**src/rtl/pll_lock_supervisor_if.sv**
```systemverilog
// ---------------------------------------------------------------------------
// pll_lock_supervisor_if
//   Groups the PLL-status inputs and the supervisor outputs into one bundle.
//   All signals belong to the clki domain at the supervisor boundary, except
//   locked and hb_tog, which arrive asynchronously and are synchronised inside.
//
//   locked     PLL lock indication (asynchronous)
//   hb_tog     heartbeat toggle from the 125 MHz domain (asynchronous)
//   clr_fault  single-cycle request to leave FAULT
//   pll_rst    active-high reset to the PLL
//   sys_rdy    clock verified good
//   fault      supervisor is in FAULT
//   loss_cnt   saturating count of losses detected while running
//
//   master: the environment (drives PLL status, observes supervisor)
//   slave : the supervisor itself
// ---------------------------------------------------------------------------
interface pll_lock_supervisor_if;
    logic       locked;
    logic       hb_tog;
    logic       clr_fault;
    logic       pll_rst;
    logic       sys_rdy;
    logic       fault;
    logic [7:0] loss_cnt;

    modport master (
        output locked, hb_tog, clr_fault,
        input  pll_rst, sys_rdy, fault, loss_cnt
    );

    modport slave (
        input  locked, hb_tog, clr_fault,
        output pll_rst, sys_rdy, fault, loss_cnt
    );
endinterface

```
**src/rtl/pll_lock_supervisor.sv**
```systemverilog
// ---------------------------------------------------------------------------
// pll_lock_supervisor
//   Drives the PLL reset, waits for lock, checks that lock is stable, then
//   declares the clock good while watching lock and a heartbeat from the
//   PLL-clocked domain. Repeated failures to lock end in a sticky FAULT that
//   software clears with clr_fault.
//
//   Ports
//     clki  reference clock (also the PLL input); the only clock domain
//     rsti  asynchronous active-low reset, deasserted through a 2-flop sync
//     bus   pll_lock_supervisor_if.slave (status in, supervision out)
// ---------------------------------------------------------------------------
module pll_lock_supervisor #(
    parameter int RST_CYC    = 16,
    parameter int LOCK_TO    = 65536,
    parameter int STABLE_CYC = 1024,
    parameter int HB_TO      = 256,
    parameter int MAX_RETRY  = 3
) (
    input  logic                  clki,
    input  logic                  rsti,
    pll_lock_supervisor_if.slave  bus
);

    // One shared cycle counter serves every state; it must hold the largest
    // terminal count minus one, since it is cleared on every state entry.
    localparam int MAX_A   = (RST_CYC > STABLE_CYC) ? RST_CYC : STABLE_CYC;
    localparam int MAX_B   = (LOCK_TO > HB_TO) ? LOCK_TO : HB_TO;
    localparam int CNT_MAX = (MAX_A > MAX_B) ? MAX_A : MAX_B;
    localparam int CNT_W   = $clog2(CNT_MAX);
    localparam int RTY_W   = $clog2(MAX_RETRY + 1);

    localparam logic [CNT_W-1:0] RST_LAST    = CNT_W'(RST_CYC - 1);
    localparam logic [CNT_W-1:0] LOCK_LAST   = CNT_W'(LOCK_TO - 1);
    localparam logic [CNT_W-1:0] STABLE_LAST = CNT_W'(STABLE_CYC - 1);
    localparam logic [CNT_W-1:0] HB_LAST     = CNT_W'(HB_TO - 1);
    localparam logic [RTY_W-1:0] RTY_LIMIT   = RTY_W'(MAX_RETRY);

    typedef enum logic [2:0] {PRST, WLOCK, STAB, RUN, FAULT} state_e;

    // NOTE: reset asserts asynchronously but releases on a clki edge, so no
    // flop below ever sees rst_n rise close to its clock edge.
    logic [1:0] rst_sync_q;
    logic       rst_n;

    always_ff @(posedge clki or negedge rsti) begin
        if (!rsti) rst_sync_q <= '0;
        else       rst_sync_q <= {rst_sync_q[0], 1'b1};
    end

    assign rst_n = rst_sync_q[1];

    state_e           state_q,     state_d;
    logic [CNT_W-1:0] cnt_q,       cnt_d;
    logic [RTY_W-1:0] retry_q,     retry_d;
    logic [7:0]       loss_q,      loss_d;
    logic [1:0]       lock_sync_q, lock_sync_d;
    logic [2:0]       hb_sync_q,   hb_sync_d;
    logic             pll_rst_q,   pll_rst_d;
    logic             sys_rdy_q,   sys_rdy_d;
    logic             fault_q,     fault_d;

    logic lock_ok;
    logic hb_edge;

    assign lock_ok = lock_sync_q[1];
    // Stage 2 is the synchronised heartbeat; stage 3 is its previous value.
    assign hb_edge = hb_sync_q[1] ^ hb_sync_q[2];

    always_comb begin
        // NOTE: every _d gets a default first, so no path leaves one unassigned
        // and no latch is inferred.
        lock_sync_d = {lock_sync_q[0], bus.locked};
        hb_sync_d   = {hb_sync_q[1:0], bus.hb_tog};
        state_d     = state_q;
        cnt_d       = cnt_q + 1'b1;
        retry_d     = retry_q;
        loss_d      = loss_q;

        unique case (state_q)
            PRST: begin
                if (cnt_q == RST_LAST) begin
                    state_d = WLOCK;
                    cnt_d   = '0;
                end
            end
            WLOCK: begin
                if (lock_ok) begin
                    state_d = STAB;
                    cnt_d   = '0;
                end else if (cnt_q == LOCK_LAST) begin
                    retry_d = retry_q + 1'b1;
                    state_d = (retry_d == RTY_LIMIT) ? FAULT : PRST;
                    cnt_d   = '0;
                end
            end
            STAB: begin
                // A lock drop restarts the lock wait without charging a retry.
                if (!lock_ok) begin
                    state_d = WLOCK;
                    cnt_d   = '0;
                end else if (cnt_q == STABLE_LAST) begin
                    state_d = RUN;
                    cnt_d   = '0;
                    retry_d = '0;
                end
            end
            RUN: begin
                // Lock loss and heartbeat timeout share one exit, so a
                // simultaneous pair counts as a single loss.
                if (!lock_ok || (!hb_edge && cnt_q == HB_LAST)) begin
                    state_d = PRST;
                    cnt_d   = '0;
                    if (loss_q != 8'hFF) loss_d = loss_q + 8'd1;
                end else if (hb_edge) begin
                    cnt_d = '0;
                end
            end
            FAULT: begin
                cnt_d = '0;
                if (bus.clr_fault) begin
                    state_d = PRST;
                    retry_d = '0;
                end
            end
            default: begin
                state_d = PRST;
                cnt_d   = '0;
            end
        endcase

        // Outputs are decoded from the next state so they change on the same
        // edge as the state register, with no input-to-output path.
        pll_rst_d = (state_d == PRST) || (state_d == FAULT);
        sys_rdy_d = (state_d == RUN);
        fault_d   = (state_d == FAULT);
    end

    // NOTE: sequential state uses non-blocking assignments so every flop
    // samples the pre-edge values regardless of statement order.
    always_ff @(posedge clki or negedge rst_n) begin
        if (!rst_n) begin
            state_q     <= PRST;
            cnt_q       <= '0;
            retry_q     <= '0;
            loss_q      <= '0;
            lock_sync_q <= '0;
            hb_sync_q   <= '0;
            pll_rst_q   <= 1'b1;
            sys_rdy_q   <= 1'b0;
            fault_q     <= 1'b0;
        end else begin
            state_q     <= state_d;
            cnt_q       <= cnt_d;
            retry_q     <= retry_d;
            loss_q      <= loss_d;
            lock_sync_q <= lock_sync_d;
            hb_sync_q   <= hb_sync_d;
            pll_rst_q   <= pll_rst_d;
            sys_rdy_q   <= sys_rdy_d;
            fault_q     <= fault_d;
        end
    end

    assign bus.pll_rst  = pll_rst_q;
    assign bus.sys_rdy  = sys_rdy_q;
    assign bus.fault    = fault_q;
    assign bus.loss_cnt = loss_q;

endmodule

```
**src/flat_wrapper.sv**
```systemverilog
// flat-port wrapper written by rule: the top's interface ports become plain ports
module pll_lock_supervisor_flat 
#(
    parameter int RST_CYC    = 16,
    parameter int LOCK_TO    = 65536,
    parameter int STABLE_CYC = 1024,
    parameter int HB_TO      = 256,
    parameter int MAX_RETRY  = 3
)
  (clki, rsti, bus_locked, bus_hb_tog, bus_clr_fault, bus_pll_rst, bus_sys_rdy, bus_fault, bus_loss_cnt);
  pll_lock_supervisor_if bus_i ();
  input  logic clki;
  input  logic rsti;
  input wire logic [$bits(bus_i.locked)-1:0] bus_locked;
  input wire logic [$bits(bus_i.hb_tog)-1:0] bus_hb_tog;
  input wire logic [$bits(bus_i.clr_fault)-1:0] bus_clr_fault;
  output wire logic [$bits(bus_i.pll_rst)-1:0] bus_pll_rst;
  output wire logic [$bits(bus_i.sys_rdy)-1:0] bus_sys_rdy;
  output wire logic [$bits(bus_i.fault)-1:0] bus_fault;
  output wire logic [$bits(bus_i.loss_cnt)-1:0] bus_loss_cnt;
  assign bus_i.locked = bus_locked;
  assign bus_i.hb_tog = bus_hb_tog;
  assign bus_i.clr_fault = bus_clr_fault;
  assign bus_pll_rst = bus_i.pll_rst;
  assign bus_sys_rdy = bus_i.sys_rdy;
  assign bus_fault = bus_i.fault;
  assign bus_loss_cnt = bus_i.loss_cnt;
  pll_lock_supervisor #(.RST_CYC(RST_CYC), .LOCK_TO(LOCK_TO), .STABLE_CYC(STABLE_CYC), .HB_TO(HB_TO), .MAX_RETRY(MAX_RETRY)) u_core (.clki(clki), .rsti(rsti), .bus(bus_i));
endmodule
```
**config.mk**
```make
export PLATFORM = sky130hd
export DESIGN_NAME = pll_lock_supervisor_flat
export DESIGN_NICKNAME = d
export VERILOG_FILES = /design/src/rtl/pll_lock_supervisor_if.sv /design/src/rtl/pll_lock_supervisor.sv /design/src/flat_wrapper.sv
export SDC_FILE = /design/constraint.sdc
export NUM_CORES = 1
export LEC_CHECK = 0
export CAP_MARGIN = 20
export CORE_MARGIN = 10
export CORE_UTILIZATION = 45
export DETAILED_ROUTE_END_ITERATION = 8
export PLACE_DENSITY = 0.68
export SETUP_SLACK_MARGIN = 0.5
export SYNTH_ARGS = -nofsm -noshare
export SYNTH_HDL_FRONTEND = slang
export SYNTH_SLANG_ARGS = --single-unit
```
**constraint.sdc**
```tcl
create_clock -name clki -period 1.7 [get_ports clki]
set_clock_uncertainty 0.05 [all_clocks]
set_input_delay 0.51 -clock clki [delete_from_list [all_inputs] [get_ports clki]]
set_output_delay 0.51 -clock clki [all_outputs]
set_load 0.02 [all_outputs]
```
==> results.txt <==
status = finished, violations left
failing checks = setup timing
#FFs+latches synth = 39
PwrDens = 1127 nW/um^2
Final Hold Fails = 0
initial core utilization = 46.41%
Worst setup SP type = flop
setup violators final = 30
Arr. time, crit path = 2520 ps
setup_tns = -17560 ps
DRT Wirelength = 4.689 mm
total grt overflow = 0
DRC Markers = 0
DRT antenna net count = 0
post-synthesis cell count = 173
fmax = 0.4189 GHz
CP Max Fanout = 8
WL met1 = 1.904 mm
IO Pins = 16
Worst VDD drop = 0.0007612 V
GPL Wtd Cong = 0.8496
clk sinks = 39
clk_lat worst skew = 290 ps
sequential share of the synthesized area = 53.02%
Main synth FF type = dfrtp_1
placed insts = 284
1st-pass router iterations = 4
clk slew on worst S/H paths = 80 ps
DR iter-0 viols = 114
number of global-route vias before repair = 1710
first-pass GRT wire length = 8.100 mm
fraction of registers with async set/reset = 100.0%
# nets final = 260
WL/cell = 15.48 um
Core Rows = 23
Final Instance Area = 2905 sq um
Tot Pwr = 3.274 mW
CTS tree = done
Ant. Diodes = 0
RSZ-0062 raised after global routing = yes
via count = 1640
hpwl dp = 3.143 mm
H-tree level count = 2
PnR worst setup slack = -687.1 ps
Layout area overhead = 57.64%
Tot GR Track Use = 13.89%
Yosys warning count = 0
I/O Buffers = 15
Slew Viols, Final = 0
met2 WL = 2.359 mm
DP Area = 2454 sq um
Post-Syn Nets = 181
TritonCTS Buffers = 5
vias per inst = 5.413
Syn Area/Cell = 10.65 sq um
met3 WL = 343 um
full die area = 7055 sq um
max-cap viol count = 0
share of layout cells above drive strength 1 = 44.66%
core region area = 3971 sq um
Finished Layout Cells = 303
crit path time final = 2387 ps
Hold Path Class = reg -> async
library cells used by synthesis = 41
initial antenna violation count = 0
Leak = 1.360 nW
Horiz. Die Dim = 84.00 um
Synth Cell Area = 1843 sq um
chip height = 84.00 um
kind of critical path = reg -> reg
top sig layer = met4
WP data required = 1830 ps
Bufs on Longest Clock Path = 2
Critical Path Sink Type = flop
EDFF count, synth = 0
clk root buf = clkbuf_8
crit share post-route = 140.4%
largest net degree at the start of global routing = 22
-- metal layers --
layer	GRT usage, %	vias up
met5	0	-
met3	5.273	11
met2	23.34	57
met4	4.414	0
met1	15.79	797
li1	-	775
-- metrics by stage --
step | hold slack [ps] | utilization (%) | worst slack, ps
global route | 194.6 | 73.16 | -780.1
CTS | 170.2 | 70.73 | -692.9
global placement | 148.5 | 61.78 | -666.3
floorplan | 164.4 | - | -761.0
detailed placement | 162.5 | 61.78 | -684.8
finish | 150.4 | 73.16 | -687.1
-- cell type report --
| class | instances | area [sq um] |
|---|---|---|
| Inverter | 2 | 7.507 |
| Timing Repair Buffer | 76 | 701.9 |
| Fill cell | 251 | 1066 |
| Multi-Input combinational cell | 128 | 1018 |
| Clock inverter | 3 | 67.56 |
| Clock buffer | 5 | 68.82 |
| Tap cell | 50 | 62.56 |
| Sequential cell | 39 | 978.4 |
-- synth_stat cells (all sizes together), types with 2 or more instances --
cell type,count,area share [%]
a21o,2,0.81
a21oi,2,0.54
a311oi,2,1.3
and3,7,2.4
and4,2,0.95
clkbuf,4,0.81
dfrtp,38,52
ha,3,2.0
inv,2,0.41
nand2,14,2.9
nand3,6,1.6
nand3b,3,1.2
nand4,9,3.1
nor2,22,4.5
nor3,9,2.4
nor3b,2,0.81
nor4,3,1.0
or4,3,1.4
xnor2,16,7.6
xor2,6,2.9
-- placed cells by master (no fill, tap or decap), drive strengths merged, types with 2 or more instances in the layout --
cell           count
buf               72
dfrtp             38
nor2              22
xnor2             16
nand2             14
nand4              9
nor3               9
and3               7
xor2               6
nand3              6
clkbuf             5
clkdlybuf4s50      4
nor4               3
nand3b             3
ha                 3
or4                3
a21o               2
a21oi              2
inv                2
and4               2
nor3b              2
bufinv             2
a311oi             2
-- worst max-delay path, stage by stage (launching register included) --
cell,delay (ps)
dfrtp_1,390
or4_4,540
or4b_4,520
a2111oi_4,310
buf_6,180
mux2_4,300
-- report_power, final --
| part | switching (mW) | leakage, nW | internal (mW) |
|---|---|---|---|
| Sequential | 0.0758 | 0.516 | 1.05 |
| Combinational | 0.602 | 0.780 | 0.624 |
| Clock | 0.338 | 0.0644 | 0.585 |
| Total | 1.02 | 1.36 | 2.26 |
-- registers in the layout (all words and copies together) (netlist names) --
register and count:
u_core.bus.fault 1, u_core.cnt_q 16, u_core.state_q 3, u_core.retry_q 2, u_core.lock_sync_q 2, u_core.bus.pll_rst 1, u_core.rst_sync_q 2, u_core.bus.loss_cnt 8
u_core.bus.sys_rdy 1, u_core.hb_sync_q 3
-- kinds of logic (layout without fill, tap and decap cells) --
group           Yosys count  in the layout  share of synthesized area, %
compound gates           15             15                         7.333
xor+xnor                 22             22                         10.45
fa+ha+maj                 3              3                         2.037
buf+inv                   6             86                         1.222
flops                    39             39                         53.02
mux                       1              1                        0.6110
other cells               1              1                        0.2035
simple gates             86             86                         25.12
-- timing repair --
item                                    CTS  global route
resized for setup                       101            14
endpoints found under the setup margin   43            43
cloned                                    1             0
pin swaps                                12             6
buffers inserted                          5             5
hold buffers                              0             0
-- worst paths after layout --
check                                startpoint                     end  slack (ps)  cells past startpoint
min in group clki          u_core.rst_sync_q[0]    u_core.rst_sync_q[1]         300                      0
max reg2reg                    u_core.cnt_q[10]  u_core.bus.loss_cnt[1]        -690                      5
min                        u_core.rst_sync_q[1]         u_core.cnt_q[4]         150                      0
max in group asynchronous  u_core.rst_sync_q[1]       u_core.retry_q[1]        1010                      1
min reg2reg                u_core.rst_sync_q[1]         u_core.cnt_q[4]         150                      0
max                            u_core.cnt_q[10]  u_core.bus.loss_cnt[1]        -690                      5
Power figures use the tool's default switching activity.
